--- config.mk ---
export PLATFORM = sky130hd
export DESIGN_NAME = counter_sched
export DESIGN_NICKNAME = d
export VERILOG_FILES = /design/src/rtl/counter_pkg.sv /design/src/rtl/rr_arb2.sv /design/src/rtl/counter_sched.sv
export SDC_FILE = /design/constraint.sdc
export NUM_CORES = 1
export LEC_CHECK = 0
export ABC_AREA = 1
export CAP_MARGIN = 40
export CORE_MARGIN = 2
export CORE_UTILIZATION = 46
export DETAILED_ROUTE_END_ITERATION = 10
export PLACE_DENSITY = 0.78
export SKIP_CTS_REPAIR_TIMING = 1
export SLEW_MARGIN = 15
export SYNTH_ARGS = -nofsm -noshare
export SYNTH_HDL_FRONTEND = slang
export SYNTH_SLANG_ARGS = --single-unit
--- constraint.sdc ---
create_clock -name clk -period 2 [get_ports clk]
set_clock_uncertainty 0.15 [all_clocks]
set_input_delay 0.3 -clock clk [delete_from_list [all_inputs] [get_ports clk]]
set_output_delay 0.3 -clock clk [all_outputs]
set_load 0.1 [all_outputs]
--- src/rtl/counter_pkg.sv ---
// Shared definitions for the counter scheduler: mode codes, FSM encoding, default widths.
package counter_pkg;

   localparam int unsigned DEF_NUM_W = 4;
   localparam int unsigned DEF_LEN_W = 4;

   // Counter mode codes driven on modo
   localparam logic [1:0] MODE_UP   = 2'b00;
   localparam logic [1:0] MODE_DN   = 2'b01;
   localparam logic [1:0] MODE_DN3  = 2'b10;
   localparam logic [1:0] MODE_LOAD = 2'b11;

   typedef enum logic [1:0] {
      ST_IDLE = 2'd0,
      ST_LOAD = 2'd1,
      ST_RUN  = 2'd2,
      ST_DONE = 2'd3
   } state_t;

endpackage

--- src/rtl/rr_arb2.sv ---
// Two-way round-robin arbiter; pointer remembers the last winner, reset favours A first.
module rr_arb2 (
   input  logic       clk,
   input  logic       reset_L,
   input  logic       req_a,
   input  logic       req_b,
   input  logic       adv,
   output logic [1:0] gnt_c
);

   logic last_b_q;

   // One-hot grant: bit 0 = A, bit 1 = B; ties go to the side that did not win last
   always_comb begin
      gnt_c = 2'b00;
      if (req_a && req_b) begin
         gnt_c = last_b_q ? 2'b01 : 2'b10;
      end else if (req_a) begin
         gnt_c = 2'b01;
      end else if (req_b) begin
         gnt_c = 2'b10;
      end
   end

   // Pointer moves only when the scheduler actually takes a grant
   always_ff @(posedge clk or negedge reset_L) begin
      if (!reset_L) begin
         last_b_q <= 1'b1;
      end else if (adv) begin
         last_b_q <= gnt_c[1];
      end
   end

endmodule

--- src/rtl/counter_sched.sv ---
// Job scheduler for the shared up/down counter: arbitrates A/B, drives enable/modo/D,
// returns the final Q. Optional macro COUNTER_SCHED_RCO_STOP_EN ends a run on the first rco.
module counter_sched
   import counter_pkg::*;
#(
   parameter int unsigned NUM_W = DEF_NUM_W,
   parameter int unsigned LEN_W = DEF_LEN_W
) (
   input  logic             clk,
   input  logic             reset_L,
   input  logic             req_a,
   input  logic             req_b,
   input  logic [1:0]       mode_a,
   input  logic [1:0]       mode_b,
   input  logic [NUM_W-1:0] data_a,
   input  logic [NUM_W-1:0] data_b,
   input  logic [LEN_W-1:0] len_a,
   input  logic [LEN_W-1:0] len_b,
   output logic             gnt_a,
   output logic             gnt_b,
   output logic             done_a,
   output logic             done_b,
   output logic [NUM_W-1:0] result,
   output logic             rco_seen,
   output logic             enable,
   output logic [1:0]       modo,
   output logic [NUM_W-1:0] D,
   input  logic [NUM_W-1:0] Q,
   input  logic             rco
);

   state_t           state;
   logic [1:0]       mode_q;
   logic [NUM_W-1:0] data_q;
   logic [LEN_W-1:0] cnt_q;
   logic             owner_b_q;
   logic [NUM_W-1:0] result_q;

   logic [1:0]       arb_gnt_c;
   logic             arb_adv_c;
   logic             run_cycle_c;
   logic             stop_c;

   // New jobs are accepted from IDLE and from DONE so back-to-back jobs lose no cycle
   assign arb_adv_c   = ((state == ST_IDLE) || (state == ST_DONE)) && (req_a || req_b);

   // The counter is in a counting cycle (not the preload cycle) right now
   assign run_cycle_c = enable && (modo != MODE_LOAD);

`ifdef COUNTER_SCHED_RCO_STOP_EN
   assign stop_c = run_cycle_c && rco;
`else
   assign stop_c = 1'b0;
`endif

   // The counter's final value only appears in the done cycle, so forward Q then
   assign result = (done_a || done_b) ? Q : result_q;

   rr_arb2 u_arb (
      .clk     (clk),
      .reset_L (reset_L),
      .req_a   (req_a),
      .req_b   (req_b),
      .adv     (arb_adv_c),
      .gnt_c   (arb_gnt_c)
   );

   // Job FSM; counter controls are registered one state ahead of the cycle they act in
   always_ff @(posedge clk or negedge reset_L) begin
      if (!reset_L) begin
         state     <= ST_IDLE;
         gnt_a     <= 1'b0;
         gnt_b     <= 1'b0;
         done_a    <= 1'b0;
         done_b    <= 1'b0;
         rco_seen  <= 1'b0;
         enable    <= 1'b0;
         modo      <= MODE_UP;
         D         <= '0;
         result_q  <= '0;
         mode_q    <= MODE_UP;
         data_q    <= '0;
         cnt_q     <= '0;
         owner_b_q <= 1'b0;
      end else begin
         gnt_a  <= 1'b0;
         gnt_b  <= 1'b0;
         done_a <= 1'b0;
         done_b <= 1'b0;
         case (state)
            ST_IDLE, ST_DONE: begin
               if (state == ST_DONE) begin
                  result_q <= Q;
               end
               if (arb_adv_c) begin
                  gnt_a     <= arb_gnt_c[0];
                  gnt_b     <= arb_gnt_c[1];
                  owner_b_q <= arb_gnt_c[1];
                  mode_q    <= arb_gnt_c[1] ? mode_b : mode_a;
                  data_q    <= arb_gnt_c[1] ? data_b : data_a;
                  cnt_q     <= arb_gnt_c[1] ? len_b  : len_a;
                  state     <= ST_LOAD;
               end else begin
                  state     <= ST_IDLE;
               end
            end
            ST_LOAD: begin
               enable   <= 1'b1;
               modo     <= MODE_LOAD;
               D        <= data_q;
               rco_seen <= 1'b0;
               if (mode_q == MODE_LOAD) begin
                  cnt_q <= '0;
               end
               state    <= ST_RUN;
            end
            ST_RUN: begin
               if (run_cycle_c && rco) begin
                  rco_seen <= 1'b1;
               end
               if ((cnt_q == '0) || stop_c) begin
                  enable <= 1'b0;
                  modo   <= MODE_UP;
                  D      <= '0;
                  done_a <= !owner_b_q;
                  done_b <= owner_b_q;
                  state  <= ST_DONE;
               end else begin
                  enable <= 1'b1;
                  modo   <= mode_q;
                  D      <= data_q;
                  cnt_q  <= cnt_q - LEN_W'(1);
               end
            end
            default: state <= ST_IDLE;
         endcase
      end
   end

endmodule

# Yosys cells after proc, flatten, opt, wreduce, memory -nomap -nowiden
# Cells that the tools add are included.
# op_classes
reduce_logical	16
addsub	1
eq_ne	10
n_mux	31
# ops
cell	n
$mux 4	7
$mux 2	7
$ne 2x2->1 const B	6
$pmux 4 s3	1
$mux 1	11
$pmux 4 s2	1
$eq 2x2->1 const B	3
$pmux 2 s3	1
$reduce_and 2->1	3
$logic_and 1x1->1	4
$logic_not 4->1	1
$pmux 1 s2	2
$pmux 2 s2	1
$sub 4x1->4 const B	1
$logic_or 1x1->1	3
$reduce_and 3->1	1
$eq 2x1->1 const B	1
$logic_not 2->1	1
$reduce_bool 2->1	1
$reduce_or 2->1	1
$logic_not 1->1	1
# word_totals
input_bits	29
out_inout_bits	16
word_cells	73
regBits	30

# Logic depth before layout (Yosys ltp)
# depth
depth_word	6
ltp_mapped	8
ltp_nobuf	8

# Modules after synthesis
# A second synthesis with hierarchy kept.
# unflattened
cells_unflattened	187
area_unflattened_um2	1522.7
# modules_own_cells
mod	cells_each	seq_area_each_um2	area_per_inst_um2	n_inst
counter_sched	178	725.7	1458.9	1
rr_arb2	9	26.3	63.8	1

# Least setup slack after synthesis
# Ideal clock, no wire load.
# synth_path
path_type	flip-flop to output port
from	register done_b
to	output port result[0]
t_required_ns	1.550
path_buffers	0
path_slack_ns	-1.184
arrival_time_ns	2.734
path_stages_with_launch	3
path_cell_list	dfrtp_1 nor2_1 a21oi_1
# synth_via
elab_chain_len	2
# synth_lines
item	line_no	text
start: declaration	counter_sched.sv:22	output logic done_b,
start signal: assignment	counter_sched.sv:126	done_b <= owner_b_q;
$logic_or 1x1->1	counter_sched.sv:57	assign result = (done_a || done_b) ? Q : result_q;
$mux 4	counter_sched.sv:57	
end: declaration	counter_sched.sv:23	output logic [NUM_W-1:0] result,
# Every way passes these cells.

# Worst setup path in the final report
# Ends and elaborated chain as after synthesis.

==> impl_metrics.tcl <==
set metrics [dict create \
    drt_iter0_markers 40 \
    cts_buffer_depth 2 \
    clkTransAtPathRegs_ps 100 \
    finalMaxSlewViolations 0 \
    slew-limit-headroom_pct 75.3 \
    synth_top_cells_by_area "dfrtp_1 (48%), nand2_1 (13%), nor2_1 (6.7%)" \
    clockRootBuffer "clkbuf_4" \
    yosys_most_used_dff "dfrtp_1" \
    num_rows 20 \
    vias 1421 \
    synthArstFlopShare_pct 100 \
    r2r_end "cnt_q[3]$_DFFE_PN0P_" \
    die_area_sq_mm 0.00374 \
    synth_edf_count 0 \
    track_usage_pct 20.5 \
    drive_gt1_share_pct 18.5 \
    whs_ps 202 \
    wl_mm 3.35 \
    ff2ff_setup_slack_ps 220 \
    final_net_count 281 \
    startpoint "done_b$_DFF_PN0_" \
    die_x_um 61.2 \
    synth_top_area_share_pct 48.3 \
    fin_crit_ps 1950 \
    hold_violations 0 \
    r2r.worst_path.cells 8 \
    yosysWarnings 0 \
    antenna_left 0 \
    final_util_pct 73.1 \
    fin_cells 292 \
    synth.most_common_cell "nand2_1" \
    crit_fanout 8 \
    dp_hpwl_mm 2.58 \
    overflow 0 \
    remaining_drc_errors 0 \
    wire_per_inst_um 11.5 \
    yosys-top-cells-count "nand2_1 (54), dfrtp_1 (29), nor2_1 (27)" \
    clock-sinks 30 \
    syn_nets 226 \
    initial_core_util_pct 48.8 \
    crit_required_ps 1550 \
    arrival_ps 1500 \
    yosysSeqAreaShare_pct 50.0 \
    h-tree-depth 2 \
    yosys.area.top_type "dfrtp_1" \
    r2r-start "state[0]$_DFFE_PN0P_" \
    endpoint "result[0]" \
    grt_pass1_wl_mm 5.54 \
    timing.final.crit_share_pct 97.3 \
    io_buffer_count 44 \
    vias_per_cell 4.87 \
    setup_viol 0 \
    ios 45 \
    synth_area_per_cell_sq_um 7.83 \
    fmax_mhz 514 \
    hp-class "in -> async" \
    worstSkewPairLatency_ps 330 \
    ys_types 18 \
    grt_max_degree 31 \
    tns_ps 0 \
    status "finished clean" \
    cts_inserted_buffers 5 \
    synth_area_sq_mm 0.00150 \
    fp.dieH_um 61.2 \
    drv_cap 0 \
    worst_pin_slew_ps 370 \
    dr.pass1.iters 5 \
    num_antenna_cells 0 \
    area_growth_pct 49.7 \
    grt_pass1_vias 1292 \
    cp-start-kind "flop" \
    rsz0062_at_grt "no" \
    fp.coreArea_sq_mm 0.00308 \
    crit_type "reg -> out" \
    place.gp.congestion 0.839 \
    cp-end-kind "output port" \
    cts_tree "built" \
    syn_inst 192 \
    dpl.cell_count 282 \
    antenna_found_initial 0 \
    ys_ff_latch 30 \
]
-- kinds of logic (layout without fill, tap and decap cells) --
group / Yosys count / in the layout / share of synthesized area [%]
buffers and inverters: 28 / 84 / 7.49
XOR/XNOR: 1 / 1 / 0.583
flip-flops: 30 / 30 / 50.0
AND/OR/NAND/NOR: 102 / 102 / 27.8
AO/OA/AOI/OAI: 26 / 26 / 9.91
adder cells (fa/ha/maj): 5 / 5 / 4.16
-- per-layer routing --
layer | global-route usage (%) | wire length (um) | vias up
met5 | 0 | 0 | -
met3 | 6.51 | 218 | 10
met4 | 10.2 | 72 | 0
met2 | 32.5 | 1570 | 46
met1 | 25.3 | 1490 | 641
li1 | - | - | 724
-- how the worst min path moves through the flow --
stage / startpoint / end / slack (ps) / depth (start not counted)
detailed placement: owner_b_q$_DFFE_PN0P_ / done_a$_DFF_PN0_ / 270 / 1
global route: reset_L / modo[0]$_DFFE_PN0N_ / 220 / 2
floorplan: reset_L / D[0]$_DFFE_PN0N_ / -150 / 0
global placement: owner_b_q$_DFFE_PN0P_ / done_a$_DFF_PN0_ / 250 / 1
finish: reset_L / modo[0]$_DFFE_PN0N_ / 200 / 2
CTS: reset_L / modo[0]$_DFFE_PN0N_ / 210 / 2
-- critical path: stages (launching register included) --
cell and delay, ps:
dfrtp_4 520, nor2_4 140, buf_12 140, nor2_2 50, a21oi_4 130, buf_12 190
-- cells in the final DEF, fill, tap and decap left out --
cell type	count
nand4_1	2
nand3_1	17
clkdlybuf4s50_1	28
o21ai_0	11
inv_1	25
nor2_1	22
buf_12	9
a21oi_1	4
buf_4	13
ha_1	5
clkbuf_4	5
dfstp_2	1
clkbuf_8	3
inv_2	1
dfrtp_4	2
nor2_2	4
nor2_4	1
nand3_2	1
a31oi_1	6
xor2_1	1
nand2_1	54
a21oi_4	5
nand2_2	1
dfrtp_1	27
-- state kept, by name, indices dropped and copies added, names as in the netlist, 2 cells and up --
name,count
modo,2
data_q,4
result_q,4
cnt_q,4
mode_q,2
D,4
state,2
-- cell type report --
type	instances	area, sq um
timing repair buffer	50	558
sequential	30	759
clock buffer	8	78.8
fill	244	828
inverter	26	97.6
tap	44	55.1
multi-input combinational	134	701
-- per-stage QoR --
step / cell area [sq um] / setup WS, ps
final: 2250 / 54.6
after global routing: 2250 / 14.0
after CTS: 2220 / -53.4
after detailed placement: 2140 / 159
after global placement: 2140 / 208
after floorplan: 1570 / -60.8
Power is left out: the tool's default activity adds up to more than one toggle a clock period on the data nets, which glitch-free logic cannot reach.
